<file path="config.mk">
export PLATFORM = sky130hd
export DESIGN_NAME = fan_state_ctrl
export DESIGN_NICKNAME = d
export VERILOG_FILES = /design/src/rtl/fan_state_ctrl.sv
export SDC_FILE = /design/constraint.sdc
export NUM_CORES = 1
export LEC_CHECK = 0
export CORE_MARGIN = 3
export CORE_UTILIZATION = 50
export DETAILED_ROUTE_END_ITERATION = 12
export PLACE_DENSITY = 0.68
export SETUP_SLACK_MARGIN = 0.02
export SKIP_CTS_REPAIR_TIMING = 1
export SYNTH_ARGS = -nofsm -noshare
export SYNTH_HDL_FRONTEND = slang
export SYNTH_SLANG_ARGS = --single-unit
</file>
<file path="constraint.sdc">
create_clock -name i_clk -period 4 [get_ports i_clk]
set_input_delay 0.8 -clock i_clk [delete_from_list [all_inputs] [get_ports i_clk]]
set_output_delay 0.8 -clock i_clk [all_outputs]
set_load 0.01 [all_outputs]
</file>
<file path="src/rtl/fan_state_ctrl.sv">
// Fan controller: OFF/LOW/MID/HIGH speed FSM with a stepped auto-off timer
// and a free-running PWM whose duty follows the current speed.
module fan_state_ctrl #(
  parameter int TICK_CYCLES = 100000000,
  parameter int PWM_PERIOD  = 100,
  parameter int DUTY_LOW    = 30,
  parameter int DUTY_MID    = 60,
  parameter int DUTY_HIGH   = 90,
  parameter int TIMER_STEP  = 30
) (
  input  logic       i_clk,
  input  logic       i_reset,
  input  logic       i_btn_power,
  input  logic       i_btn_speed,
  input  logic       i_btn_timer,
  output logic [2:0] o_fanState,
  output logic       o_pwm,
  output logic       o_timer_active,
  output logic [6:0] o_timer_remain
);

  localparam int PRE_W = (TICK_CYCLES > 1) ? $clog2(TICK_CYCLES) : 1;
  localparam int PWM_W = (PWM_PERIOD > 1) ? $clog2(PWM_PERIOD) : 1;
  localparam logic [PRE_W-1:0] PRE_LAST   = PRE_W'(TICK_CYCLES - 1);
  localparam logic [PWM_W-1:0] PWM_LAST   = PWM_W'(PWM_PERIOD - 1);
  localparam logic [7:0]       STEP       = 8'(TIMER_STEP);
  localparam logic [7:0]       REMAIN_MAX = 8'(3 * TIMER_STEP);

  typedef enum logic [2:0] {
    OFF  = 3'd0,
    LOW  = 3'd1,
    MID  = 3'd2,
    HIGH = 3'd3
  } fan_state_t;

  fan_state_t       state, state_next;
  logic [6:0]       remain, remain_next;
  logic             active, active_next;
  logic [PRE_W-1:0] prescale, prescale_next;
  logic [PWM_W-1:0] pwm_cnt;
  logic [PWM_W:0]   duty;
  logic [7:0]       stepped;
  logic             tick;

  always_ff @(posedge i_clk or posedge i_reset) begin
    if (i_reset) begin
      state    <= OFF;
      remain   <= '0;
      active   <= 1'b0;
      prescale <= '0;
    end else begin
      state    <= state_next;
      remain   <= remain_next;
      active   <= active_next;
      prescale <= prescale_next;
    end
  end

  always_ff @(posedge i_clk or posedge i_reset) begin
    if (i_reset)
      pwm_cnt <= '0;
    else if (pwm_cnt == PWM_LAST)
      pwm_cnt <= '0;
    else
      pwm_cnt <= pwm_cnt + 1'b1;
  end

  // Power beats expiry, expiry beats speed/timer presses; a timer press
  // restarts the prescaler and swallows a coincident non-expiry tick.
  always_comb begin
    tick          = active && (prescale == PRE_LAST);
    stepped       = {1'b0, remain} + STEP;
    state_next    = state;
    remain_next   = remain;
    active_next   = active;
    prescale_next = active ? prescale + 1'b1 : '0;
    if (tick)
      prescale_next = '0;

    if (i_btn_power) begin
      if (state == OFF) begin
        state_next = LOW;
      end else begin
        state_next    = OFF;
        remain_next   = '0;
        active_next   = 1'b0;
        prescale_next = '0;
      end
    end else if (tick && remain == 7'd1) begin
      state_next    = OFF;
      remain_next   = '0;
      active_next   = 1'b0;
      prescale_next = '0;
    end else if (state != OFF) begin
      if (i_btn_speed) begin
        case (state)
          LOW:     state_next = MID;
          MID:     state_next = HIGH;
          default: state_next = LOW;
        endcase
      end
      if (i_btn_timer) begin
        if (stepped > REMAIN_MAX) begin
          remain_next = '0;
          active_next = 1'b0;
        end else begin
          remain_next = stepped[6:0];
          active_next = (stepped != 8'd0);
        end
        prescale_next = '0;
      end else if (tick) begin
        remain_next = remain - 7'd1;
      end
    end
  end

  always_comb begin
    case (state)
      LOW:     duty = (PWM_W+1)'(DUTY_LOW);
      MID:     duty = (PWM_W+1)'(DUTY_MID);
      HIGH:    duty = (PWM_W+1)'(DUTY_HIGH);
      default: duty = '0;
    endcase
  end

  assign o_pwm          = ({1'b0, pwm_cnt} < duty);
  assign o_fanState     = state;
  assign o_timer_active = active;
  assign o_timer_remain = remain;

endmodule

</file>
==> results.md <==
- Peak VDD IR: 0.2887 mV
- Cells after synthesis: 293
- Ys async rst share: 100.0%
- First-pass GRT wire length: 8990 um
- Routed WL per cell: 14.21 um
- Int Pwr: 0.001045 W
- GRT Util Overall: 17.12%
- Synthesized area: 2925 um2
- Synth area leader: dfrtp_1
- Initial Utilization: 52.48%
- Layout area overhead: 9.282%
- Max cap viols: 0
- DR vias: 2085
- Max Slew Vio Count: 0
- Synth top area cells: dfrtp_1 (38%), ha_1 (6.8%), xor2_1 (6.0%)
- DRT Pass-1 Iters: 4
- Antenna Violating Nets Remaining: 0
- Grt total ovfl: 0
- Placed inst area: 3082 um2
- CP Max Fanout: 6
- I/O pin total: 17
- Syn nets: 314
- Core footprint: 5574 um2
- FF-to-FF path depth: 7
- Critical path class: register to primary output
- Final Wtd Congestion: 0.7778
- Adder-Cell Fraction of Synth Area: 6.843%
- Critical R2R Capture: o_timer_active
- XOR/XNOR Fraction of Synth Area: 10.18%
- Ant. Diodes: 0
- Via density: 5.516
- Rel. slew slack: 60.10%
- Number of global-route vias before repair: 1999
- CTS tree: built
- Setup WS post-layout: 594.3 ps
- Synth warn: 0
- Worst Path Required: 3200 ps
- Post-synth top cells: nor2_1 (46), dfrtp_1 (44), xor2_1 (20)
- Initial drt markers: 84
- Hold path cells: 1
- Simple-gate share of the synthesized area: 26.95%
- Ys flop type: dfrtp_1
- Post-Place Worst Slack: 894.1 ps
- H-tree depth: 2
- Die Wd: 82.49 um
- Lkg Pwr: 1.366 nW
- Synthesized flop and latch total: 44
- Count leader, synth: nor2_1
- Final hold vios: 0
- Clk Latency, worst-skew pair: 300 ps
- Clk buf depth: 2
- Max Fclk: 293.6 MHz
- Worst Hold End: pwm_cnt[0]
- Period minus WS final: 3406 ps
- Die H: 82.49 um
- Largest net degree at the start of global routing: 45
- Hold Crit Class: register to register
- Routed wire length: 5371 um
- Setup TNS: 0 ps
- Final Power: 0.001721 W
- P_sw: 0.0006761 W
- # DRC: 0
- Largest family of logic cells by synthesized area: simple AND/OR/NAND/NOR gates
- Power per standard cell area: 538.4 nW/um2
- Worst Max-Slew Pin Slew: 596.6 ps
- Post-synth EDFFs: 0
- RSZ-0062 raised after global routing: no
- CP Launch Type: register
- Worst-path clk slew: 90 ps
- PortBufs: 15
- Worst EP arrival: 2610 ps
- Sw frac: 39.28%
- TritonCTS buffer count: 5
- Die Footprint: 6805 um2
- R2R Setup Slk: 1640 ps
- Synthesized area per cell: 9.984 um2
- Crit end category: primary output
- HPWL after detailed placement: 3823 um
- Sequential-to-total area share from yosys stat: 37.64%
- Distinct cell type count of the synthesized netlist: 58
- Rows: 27
- Synth Area in Compound Gates: 12.70%
- Final setup fails: 0
- Share of power burned in registers: 34.8%
- Nets: 326
- Initial antenna violation count: 0
- Clock sinks: 44
- Post-synthesis mux area share: 0.3849%
- Clock share of power: 20.5%
- Hold_sp: pwm_cnt[0]
- Skew final: 5.303 ps
- Post-layout instance area: 3197 um2
- Final core utilization: 57.35%
- Clock root buffer: clkbuf_8
- Post-synth top area share: 37.64%
- Layout cells sized above 1: 11.11%
- Fin crit share: 85.14%
- Status: completed
- Worst flop-to-flop path startpoint: o_timer_remain[1]
- Combinational Power Share: 44.7%
## stage by stage
step                      instances  hold WS (ps)
after floorplan                 293         431.9
after global placement          370         451.9
after detailed placement        370         459.1
after CTS                       378         472.9
after global routing            378         508.4
final                           378         468.6
## worst max path at each step
stage,depth (start not counted),to,start
floorplan,9,o_pwm,o_fanState[0]
finish,10,o_pwm,o_fanState[0]
CTS,10,o_pwm,o_fanState[0]
global placement,10,o_pwm,o_fanState[0]
global route,10,o_pwm,o_fanState[0]
detailed placement,10,o_pwm,o_fanState[0]
## critical path, cell delays in order (launching register included)
cell	delay [ps]
dfrtp_1	450
inv_1	90
ha_1	300
inv_1	50
ha_1	260
a21o_1	160
a21oi_1	140
nor2b_1	50
o21ai_0	140
o2bb2ai_1	130
clkdlybuf4s50_1	540
## logic make-up after synthesis
| kind of cell | count (synthesis) |
|---|---|
| AOI/OAI and AO/OA | 47 |
| other | 1 |
| xor gates and xnor gates | 34 |
| adders and majority gates | 16 |
| muxes | 1 |
| buffers and inverters | 26 |
| DFF | 44 |
| and+or+nand+nor | 124 |
## power by group through the flow
stage                     Combinational, W  Clock (W)  Sequential, W
after floorplan                   0.000633          0       0.000569
after global placement            0.000759          0       0.000605
after detailed placement          0.000773          0       0.000608
after CTS                         0.000777   0.000362       0.000599
after global routing              0.000859   0.000379       0.000611
final                             0.000770   0.000352       0.000599
## state kept, by name (all words and copies together) (netlist names)
name            cells
o_fanState          2
o_timer_active      1
o_timer_remain      7
prescale           27
pwm_cnt             7
## layer usage
metal	global-route usage [%]	routed length, um
met1	22.47	2632
met2	28.53	2493
met4	5.882	65
met3	2.928	180
met5	0	0
## area by class of cell
cell class / count / area (um2)
multi-input cells: 223 / 1673
well taps: 72 / 90.09
inverters: 14 / 52.55
repair buffers: 17 / 165.2
clock inverters: 3 / 46.29
fillers: 503 / 2377
clock buffers: 5 / 68.82
flip-flops and latches: 44 / 1101
## cells in the final DEF, fill, tap and decap left out, drive strengths merged, types with 3 or more instances in the layout
cell,n
a21oi,7
a31oi,3
and3,3
and4,4
clkbuf,5
clkdlybuf4s50,15
dfrtp,44
ha,16
inv,14
nand2,15
nand3,15
nand3b,3
nand4,9
nor2,47
nor2b,5
nor3,4
nor3b,4
nor4,5
o211ai,3
o21ai,15
o22ai,3
o31ai,3
xnor2,14
xor2,20
Note: power is estimated with default switching activity, not from simulation.
